**config.mk**
```make
export PLATFORM = sky130hd
export DESIGN_NAME = dpram_copy_dma_flat
export DESIGN_NICKNAME = d
export VERILOG_FILES = /design/src/rtl/dpram_pkg.sv /design/src/rtl/dpram_copy_dma_if.sv /design/src/rtl/dpram_copy_dma.sv /design/src/flat_wrapper.sv
export SDC_FILE = /design/constraint.sdc
export NUM_CORES = 1
export LEC_CHECK = 0
export BUFFER_PORTS_ARGS = -buffer_cell sky130_fd_sc_hd__buf_2
export CAP_MARGIN = 5
export CORE_UTILIZATION = 50
export DETAILED_ROUTE_END_ITERATION = 7
export PLACE_DENSITY = 0.78
export SYNTH_ARGS = -nofsm -noshare
export SYNTH_HDL_FRONTEND = slang
export SYNTH_SLANG_ARGS = --single-unit
export TNS_END_PERCENT = 5
```
**constraint.sdc**
```tcl
create_clock -name clk -period 2.5 [get_ports clk]
set_input_delay 0.125 -clock clk [delete_from_list [all_inputs] [get_ports clk]]
set_output_delay 0.125 -clock clk [all_outputs]
set_load 0.03 [all_outputs]
```
**src/rtl/dpram_pkg.sv**
```systemverilog
// Shared definitions for initiators of the 1024x16 true dual-port RAM:
// geometry, copy-engine state encoding and the range-overlap predicate.
package dpram_pkg;

    localparam int ADDR_W = 10;
    localparam int DATA_W = 16;
    localparam int DEPTH  = 1 << ADDR_W;

    typedef enum logic [1:0] {
        IDLE  = 2'd0,
        COPY  = 2'd1,
        FLUSH = 2'd2
    } state_e;

    // Both distances wrap modulo DEPTH, so ranges straddling the top of memory are caught.
    function automatic logic ranges_overlap(
        input logic [ADDR_W-1:0] src,
        input logic [ADDR_W-1:0] dst,
        input logic [ADDR_W-1:0] len
    );
        logic [ADDR_W-1:0] d_fwd;
        logic [ADDR_W-1:0] d_bwd;
        d_fwd = dst - src;
        d_bwd = src - dst;
        return (d_fwd < len) || (d_bwd < len);
    endfunction

endpackage

```
**src/rtl/dpram_copy_dma_if.sv**
```systemverilog
// RAM-side bus of the copy engine: port A (read) and port B (write) of the dual-port RAM.
interface dpram_copy_dma_if;
    import dpram_pkg::*;

    logic [ADDR_W-1:0] addr_A;
    logic              en_A;
    logic [DATA_W-1:0] data_A;
    logic [DATA_W-1:0] out_A;
    logic [ADDR_W-1:0] addr_B;
    logic              en_B;
    logic [DATA_W-1:0] data_B;
    logic [DATA_W-1:0] out_B;

    modport master (
        output addr_A, en_A, data_A, addr_B, en_B, data_B,
        input  out_A, out_B
    );

    modport slave (
        input  addr_A, en_A, data_A, addr_B, en_B, data_B,
        output out_A, out_B
    );

endinterface

```
**src/rtl/dpram_copy_dma.sv**
```systemverilog
// Block-copy engine: streams words from src via RAM port A to dst via port B,
// one word per cycle, with done/err pulses for completion and overlap rejection.
module dpram_copy_dma
    import dpram_pkg::*;
(
    input  logic              clk,
    input  logic              rst_n,
    input  logic              start,
    input  logic [ADDR_W-1:0] src,
    input  logic [ADDR_W-1:0] dst,
    input  logic [ADDR_W-1:0] len,
    output logic              busy,
    output logic              done,
    output logic              err,
    dpram_copy_dma_if.master  ram
);

    state_e            state_q;
    logic [ADDR_W-1:0] rd_cnt_q;
    logic [ADDR_W-1:0] rd_cnt_d;
    logic [ADDR_W-1:0] src_q;
    logic [ADDR_W-1:0] dst_q;
    logic [ADDR_W-1:0] last_q;
    logic [ADDR_W-1:0] addr_a_q;
    logic [ADDR_W-1:0] addr_b_q;
    logic              en_b_q;
    logic              busy_q;
    logic              done_q;
    logic              err_q;
    logic              unused_out_b;

    assign rd_cnt_d = rd_cnt_q + ADDR_W'(1);

    always_ff @(posedge clk or negedge rst_n) begin
        if (!rst_n) begin
            state_q  <= IDLE;
            rd_cnt_q <= '0;
            src_q    <= '0;
            dst_q    <= '0;
            last_q   <= '0;
            addr_a_q <= '0;
            addr_b_q <= '0;
            en_b_q   <= 1'b0;
            busy_q   <= 1'b0;
            done_q   <= 1'b0;
            err_q    <= 1'b0;
        end else begin
            done_q <= 1'b0;
            err_q  <= 1'b0;
            case (state_q)
                IDLE: begin
                    en_b_q <= 1'b0;
                    if (start) begin
                        if (len == '0) begin
                            done_q <= 1'b1;
                        end else if (ranges_overlap(src, dst, len)) begin
                            err_q <= 1'b1;
                        end else begin
                            src_q    <= src;
                            dst_q    <= dst;
                            last_q   <= len - ADDR_W'(1);
                            rd_cnt_q <= '0;
                            addr_a_q <= src;
                            busy_q   <= 1'b1;
                            state_q  <= COPY;
                        end
                    end
                end
                COPY: begin
                    // Word rd_cnt_q is on the read port now; its data arrives next
                    // cycle, exactly when this write address is presented.
                    en_b_q   <= 1'b1;
                    addr_b_q <= dst_q + rd_cnt_q;
                    if (rd_cnt_q == last_q) begin
                        state_q <= FLUSH;
                    end else begin
                        rd_cnt_q <= rd_cnt_d;
                        addr_a_q <= src_q + rd_cnt_d;
                    end
                end
                FLUSH: begin
                    en_b_q  <= 1'b0;
                    busy_q  <= 1'b0;
                    done_q  <= 1'b1;
                    state_q <= IDLE;
                end
                default: begin
                    en_b_q  <= 1'b0;
                    busy_q  <= 1'b0;
                    state_q <= IDLE;
                end
            endcase
        end
    end

    assign ram.addr_A = addr_a_q;
    assign ram.en_A   = 1'b0;
    assign ram.data_A = '0;
    assign ram.addr_B = addr_b_q;
    assign ram.en_B   = en_b_q;
    assign ram.data_B = ram.out_A;

    assign busy = busy_q;
    assign done = done_q;
    assign err  = err_q;

    assign unused_out_b = ^ram.out_B;

endmodule

```
**src/flat_wrapper.sv**
```systemverilog
// flat-port wrapper written by rule: the top's interface ports become plain ports
module dpram_copy_dma_flat import dpram_pkg::*;
  (clk, rst_n, start, src, dst, len, busy, done, err, ram_addr_A, ram_en_A, ram_data_A, ram_addr_B, ram_en_B, ram_data_B, ram_out_A, ram_out_B);
  dpram_copy_dma_if ram_i ();
  input  logic clk;
  input  logic rst_n;
  input  logic start;
  input  logic [ADDR_W-1:0] src;
  input  logic [ADDR_W-1:0] dst;
  input  logic [ADDR_W-1:0] len;
  output logic busy;
  output logic done;
  output logic err;
  output wire logic [$bits(ram_i.addr_A)-1:0] ram_addr_A;
  output wire logic [$bits(ram_i.en_A)-1:0] ram_en_A;
  output wire logic [$bits(ram_i.data_A)-1:0] ram_data_A;
  output wire logic [$bits(ram_i.addr_B)-1:0] ram_addr_B;
  output wire logic [$bits(ram_i.en_B)-1:0] ram_en_B;
  output wire logic [$bits(ram_i.data_B)-1:0] ram_data_B;
  input wire logic [$bits(ram_i.out_A)-1:0] ram_out_A;
  input wire logic [$bits(ram_i.out_B)-1:0] ram_out_B;
  assign ram_addr_A = ram_i.addr_A;
  assign ram_en_A = ram_i.en_A;
  assign ram_data_A = ram_i.data_A;
  assign ram_addr_B = ram_i.addr_B;
  assign ram_en_B = ram_i.en_B;
  assign ram_data_B = ram_i.data_B;
  assign ram_i.out_A = ram_out_A;
  assign ram_i.out_B = ram_out_B;
  dpram_copy_dma u_core (.clk(clk), .rst_n(rst_n), .start(start), .src(src), .dst(dst), .len(len), .busy(busy), .done(done), .err(err), .ram(ram_i));
endmodule
```
==> results of run 1 <==
-- layout make-up --
| cell class | instances | area, µm² | area share, % |
|---|---|---|---|
| Multi-Input combinational cell | 418 | 3322 | 51.12 |
| Sequential cell | 66 | 1652 | 25.41 |
| Timing Repair Buffer | 141 | 964.7 | 14.84 |
| Inverter | 49 | 186.4 | 2.869 |
| Tap cell | 136 | 170.2 | 2.618 |
| Clock buffer | 11 | 151.4 | 2.330 |
| Clock inverter | 5 | 52.55 | 0.8086 |
-- timing repair --
| action | CTS | global route |
|---|---|---|
| pin swaps | 3 | 0 |
| setup buffers | 1 | 0 |
| hold buffers | 2 | 0 |
| resized for setup | 12 | 5 |
| setup endpoints to repair | 53 | 54 |
| hold endpoints to repair | 43 | 0 |
-- through the flow --
step / hold WS (ns) / area, µm² / instances
global placement: 0.2502 / 6222 / 807
CTS: 0.01689 / 6487 / 826
finish: 0.02790 / 6499 / 826
global route: 0.02529 / 6499 / 826
floorplan: -0.1706 / 5492 / 582
detailed placement: 0.2502 / 6222 / 807
-- power breakdown --
part | leakage [nW] | internal (mW) | switching [mW] | total, mW
clock | 0.105 | 0.509 | 0.400 | 0.909
sequential | 0.816 | 1.55 | 0.361 | 1.91
combinational | 2.41 | 1.87 | 2.13 | 4.00
total | 3.33 | 3.93 | 2.90 | 6.83
-- registers in the layout, summed over array words and instances, names as in the netlist --
name	cells
u_core.src_q	10
u_core.ram.en_B	1
u_core.rd_cnt_q	10
u_core.ram.addr_B	10
u_core.done	1
u_core.ram.addr_A	10
u_core.dst_q	10
u_core.err	1
u_core.state_q	2
u_core.busy	1
u_core.last_q	10
-- synthesized netlist by cell type, types with 3 or more instances --
cell,count
buf_4,34
nand3_1,17
nor2_1,30
fa_1,4
o31ai_1,4
nor3b_1,3
o21ai_0,30
dfrtp_1,66
xnor2_1,31
nor2b_1,8
a21oi_1,31
mux2i_1,8
o41ai_1,3
xor2_1,24
o21a_1,6
a21o_1,10
mux2_4,28
buf_6,4
mux2_1,9
nand4_1,6
nor3_1,15
inv_1,48
ha_1,56
clkbuf_1,8
nand2_1,41
or3_1,3
a21boi_0,3
-- worst max-delay path by stage --
stage | start | to | slack (ns) | cells after the start
after floorplan | src[0] | u_core.ram.addr_A[0] | -0.66 | 18
after global placement | dst[0] | u_core.dst_q[9] | -0.91 | 19
after detailed placement | src[0] | u_core.dst_q[5] | -1.04 | 19
after CTS | src[0] | u_core.dst_q[5] | -0.55 | 19
after global routing | dst[0] | u_core.ram.addr_A[6] | -0.87 | 19
final | src[0] | u_core.ram.addr_A[7] | -0.60 | 19
-- logic make-up (layout without fill, tap and decap cells) --
kind of cell,after synthesis,after routing,synth area share [%]
AO/OA/AOI/OAI,102,102,11.60
XOR/XNOR,55,55,8.953
adder cells (fa/ha/maj),60,60,14.51
buffers and inverters,98,206,9.814
flip-flops,66,66,30.70
multiplexers,47,47,11.60
other,1,17,0.06970
AND/OR/NAND/NOR,137,137,12.74
-- layer usage --
metal / vias up / routed length [µm] / share of wire, % / track usage, %
met1: 2042 / 5469 / 42 / 29.71
met2: 156 / 6480 / 49 / 42.25
li1: 2129 / - / - / -
met5: - / 0 / 0 / 0
met3: 50 / 665 / 5.0 / 4.267
met4: 0 / 563 / 4.3 / 13.49
-- worst max-delay path: cells and delay by family --
family                     cells  cell delay [ns]
AOI/OAI and AO/OA              8             1.42
adders and majority gates      3             0.77
buffers and inverters          4             0.35
muxes                          1             0.32
and+or+nand+nor                2             0.18
xor gates and xnor gates       1             0.13
==> flow_summary.toml, run 1 <==
[status]
status = "finished with violations"
violations = "negative setup slack"

[pwr]
vdd_drop_max_mv = 0.5126
powerDensity_nw_per_um2 = 1050
p_leak_nw = 3.334
power_mw = 6.826

[timing]
finalClockSkew_ns = 0.006290
finalCritPeriodShare_pct = 124.1
max_freq_mhz = 322.4
tns_ns = -29.02
finalHoldViolCount = 0
layout_setup_ws_ns = -0.6015
relSlewSlack_pct = 33.74
setup_viol = 53
rsz0062_at_grt = "yes"
min_period_ns = 3.101
worstMarginPinSlew_ns = 0.9939
drv_slew = 0

[global_route]
grt_max_degree = 45
grt_overflow = 0
grt_pass1_wl_um = 21310
gr-usage-all-layers_pct = 24.81
grt_pass1_vias = 4474
antenna_found_initial = 0

[die]
die_x_um = 105.7
dieArea_um2 = 11180
initial_core_util_pct = 51.88
die_h_um = 105.7
num_io_pins = 122
core_um2 = 10370
rows = 37

[clock_network]
clock_sinks = 66
clk_path_buf_depth = 2
cts_tree = "done"
cts.reportedPaths.clkPinSlew_ns = 0.07
clk_latency_ns = 0.36
numCtsBuffers = 9
cts.htree.levels = 3
cts-root-buf = "clkbuf_8"

[layout]
final_common_cell = "buf_4"
num-nets-final = 810
final_cell_mix = "buf_4, dfrtp_1, buf_2"
final_core_utilization_pct = 62.67
nFillCells = 866
area_growth_pct = 20.79
drive_above_1_share_pct = 30.29
diodes = 0

[hold_path]
hold_path_startpoint = "dst[9]"
hold-path-endpoint = "u_core.dst_q[9]"
whs_path_depth = 2
hold_class = "primary input to register"

[route]
drtIter0Drc = 210
first_pass_iters = 5
postRouteAntennaNets = 0
vias_per_cell = 5.299
wirelength_um = 13180
wl_per_cell_um = 15.95
drc = 0
vias = 4377

[placement]
portBuffers = 56
gp_congestion = 0.9543
pre_cts_ws_ns = -1.040
place_hpwl_um = 10800

[yosys]
ys_ff_latch = 66
netlist_area_um2 = 5380
ys_types = 54
synthFlopType = "dfrtp_1"
synthesis.instances = 566
ys_warn_count = 0
synth_async_sr_flop_share_pct = 100.0
synthTopCellsByArea = "dfrtp_1, ha_1, mux2_4"
synth-edff-count = 0
avgSynthCellArea_um2 = 9.506
synth.top_cell.area_share_pct = 30.70
ys_seq_area_share_pct = 30.70
netlist.top_cell.by_area = "dfrtp_1"

[worst_setup_path]
r2r.worst_path.cells = 11
crit_chain = "buf_8 -> inv_4 -> ha_4 -> inv_2 -> fa_2 -> a21o_1 -> a21oi_2 -> nor2b_1 -> o21a_1 -> o41ai_2 -> xnor2_1 -> ha_1 -> nand4_1 -> a21oi_1 -> a21oi_1 -> a32oi_2 -> a21oi_2 -> buf_12 -> mux2_1"
rrSetupSlack_ns = -0.42
crit_required_ns = 2.73
r2r-end = "u_core.ram.addr_A[8]"
critPathKind = "primary input to register"
max_stage_delay_ns = 0.33
r2r_start = "u_core.rd_cnt_q[1]"
crit_arrival_ns = 3.34
path_max_fanout = 17
startpoint_type = "primary input"
slowest_stage = "fa_2"
end_kind = "register"

[flow_run]
max_cap_viol_count = 0
Power figures use the tool's default switching activity.
==> run 2: changes to the inputs <==
--- a/config.mk
+++ b/config.mk
@@ -11,3 +11,4 @@
 export DETAILED_ROUTE_END_ITERATION = 7
-export PLACE_DENSITY = 0.78
+export PLACE_DENSITY_LB_ADDON = 0.05
+export REMOVE_ABC_BUFFERS = 1
 export SYNTH_ARGS = -nofsm -noshare
==> constraint.sdc (replaced) <==
create_clock -name clk -period 2.5 [get_ports clk]
set_input_delay 0.375 -clock clk [delete_from_list [all_inputs] [get_ports clk]]
set_output_delay 0.375 -clock clk [all_outputs]
set_load 0.03 [all_outputs]
==> run 2 against run 1 <==
Against the previous run: the run still ends with negative setup slack left; count of clock-buffer cells in the layout up 1; global-route usage increased by 0.96 points; via count increased by 0.43%; largest cell class unchanged; highest routed layer unchanged.
==> flow_summary.toml, run 2 (synthesis results as in run 1) <==
[status]
status = "finished with violations"
violations = "negative setup slack"

[die]
initial_core_util_pct = 51.88
num_io_pins = 122
dieArea_um2 = 11180
core_um2 = 10370
die_x_um = 105.7
die_h_um = 105.7
rows = 37

[route]
vias = 4396
wl_met2_um = 6657
drc = 0
detailroute.wirelength.met3_um = 590
dr.max_layer_used = "met4"
wl_met1_um = 6197
wl_per_cell_um = 16.25
wirelength_um = 13780
first_pass_iters = 4
drtIter0Drc = 241
vias_per_cell = 5.184
postRouteAntennaNets = 0

[pwr]
vdd_drop_max_mv = 0.5184
power_mw = 7.031
p_sw_share_pct = 41.16
combPwrFrac_pct = 60.6
powerDensity_nw_per_um2 = 1035
p_leak_nw = 3.520
p_seq_share_pct = 26.8
power_frac_clock_pct = 12.6
p_sw_mw = 2.894
internal-power_mw = 4.137

[clock_network]
clk_path_buf_depth = 2
numCtsBuffers = 9
cts-root-buf = "clkbuf_8"
clk_latency_ns = 0.36
cts.htree.levels = 3
cts_tree = "done"
cts.reportedPaths.clkPinSlew_ns = 0.07
clock_sinks = 66

[worst_setup_path]
end_kind = "register"
critPathKind = "primary input to register"
rrSetupSlack_ns = -0.20
crit_required_ns = 2.74
path_max_fanout = 9
startpoint_type = "primary input"
crit_arrival_ns = 3.77

[placement]
gp_congestion = 0.8434
place_hpwl_um = 10720
pre_cts_ws_ns = -1.570
portBuffers = 56

[timing]
worstMarginPinSlew_ns = 0.5513
drv_slew = 0
min_period_ns = 3.528
setup_viol = 53
finalCritPeriodShare_pct = 141.1
finalHoldViolCount = 0
relSlewSlack_pct = 63.09
rsz0062_at_grt = "yes"
max_freq_mhz = 283.4
finalClockSkew_ns = 0.005229
tns_ns = -51.05
layout_setup_ws_ns = -1.028

[global_route]
antenna_found_initial = 0
gr-usage-all-layers_pct = 25.77
grt_max_degree = 30
grt_overflow = 0
grt_pass1_vias = 4451
grt_pass1_wl_um = 21780

[layout]
regArea_um2 = 1652
num-nets-final = 833
drive_above_1_share_pct = 33.43
area_growth_pct = 26.28
multiInputGateArea_um2 = 3378
final_common_cell = "buf_4"
final_core_utilization_pct = 65.52
nFillCells = 854
diodes = 0
final_cell_mix = "buf_4, dfrtp_1, ha_1"

[flow_run]
max_cap_viol_count = 0

[hold_path]
hold_class = "primary input to register"
## run 2: critical path: stages
cell       delay, ns
buf_8           0.10
inv_4           0.06
ha_4            0.13
inv_2           0.04
fa_2            0.38
a21o_1          0.19
a21oi_2         0.16
nor2b_1         0.07
o21a_1          0.21
o41ai_2         0.31
xnor2_1         0.11
ha_1            0.30
nand4_1         0.12
a21oi_1         0.14
a21oi_1         0.06
a32oi_1         0.17
buf_4           0.16
buf_6           0.11
nand2_8         0.07
clkbuf_16       0.20
mux2_4          0.30
## run 2: final timing paths
path | startpoint | to | depth (start not counted)
min in group asynchronous | rst_n | u_core.ram.addr_B[1] | 2
max in group asynchronous | rst_n | u_core.src_q[3] | 3
worst max-delay path | src[0] | u_core.dst_q[2] | 21
worst min register to register | u_core.ram.addr_B[5] | u_core.ram.addr_B[5] | 2
worst max register to register | u_core.rd_cnt_q[0] | u_core.ram.addr_A[7] | 10
worst min-delay path | start | u_core.done | 3
## run 2: metal layers
layer  vias to the layer above  global-route usage (%)
li1                       2179                       -
met4                         0                   10.22
met1                      2072                   32.41
met3                        24                   5.380
met5                         -                  0.9524
met2                       121                   43.00
## run 2: power by group through the flow
stage	registers [mW]	logic, mW	clock network (mW)
6_report	1.89	4.26	0.885
5_1_grt	1.94	4.66	0.945
4_1_cts	1.89	4.21	0.906
3_5_place_dp	1.90	3.90	0
3_3_place_gp	1.88	3.79	0
2_1_floorplan	2.19	2.29	0
## run 2: final cells by class
type	instances	share of cell area (%)
sequential	66	24.31
tap	136	2.505
inverter	49	2.744
multi-input combinational	418	49.72
timing repair buffer	164	17.99
clock buffer	12	2.136
clock inverter	3	0.5893
## run 2: per-stage QoR
step	instances	hold WS, ns	instance area [µm²]
finish	848	0.2953	6794
global route	848	0.3067	6794
CTS	845	0.2837	6693
detailed placement	814	0.3638	6255
global placement	814	0.3534	6255
floorplan	533	0.07941	5096
## run 2: timing repair
action	4_1_cts	5_1_grt
hold buffers	1	0
resized for setup	27	15
setup buffers	14	1
cloned	1	2
endpoints found under the hold margin	19	0
pin swaps	13	5
setup endpoints to repair	53	54
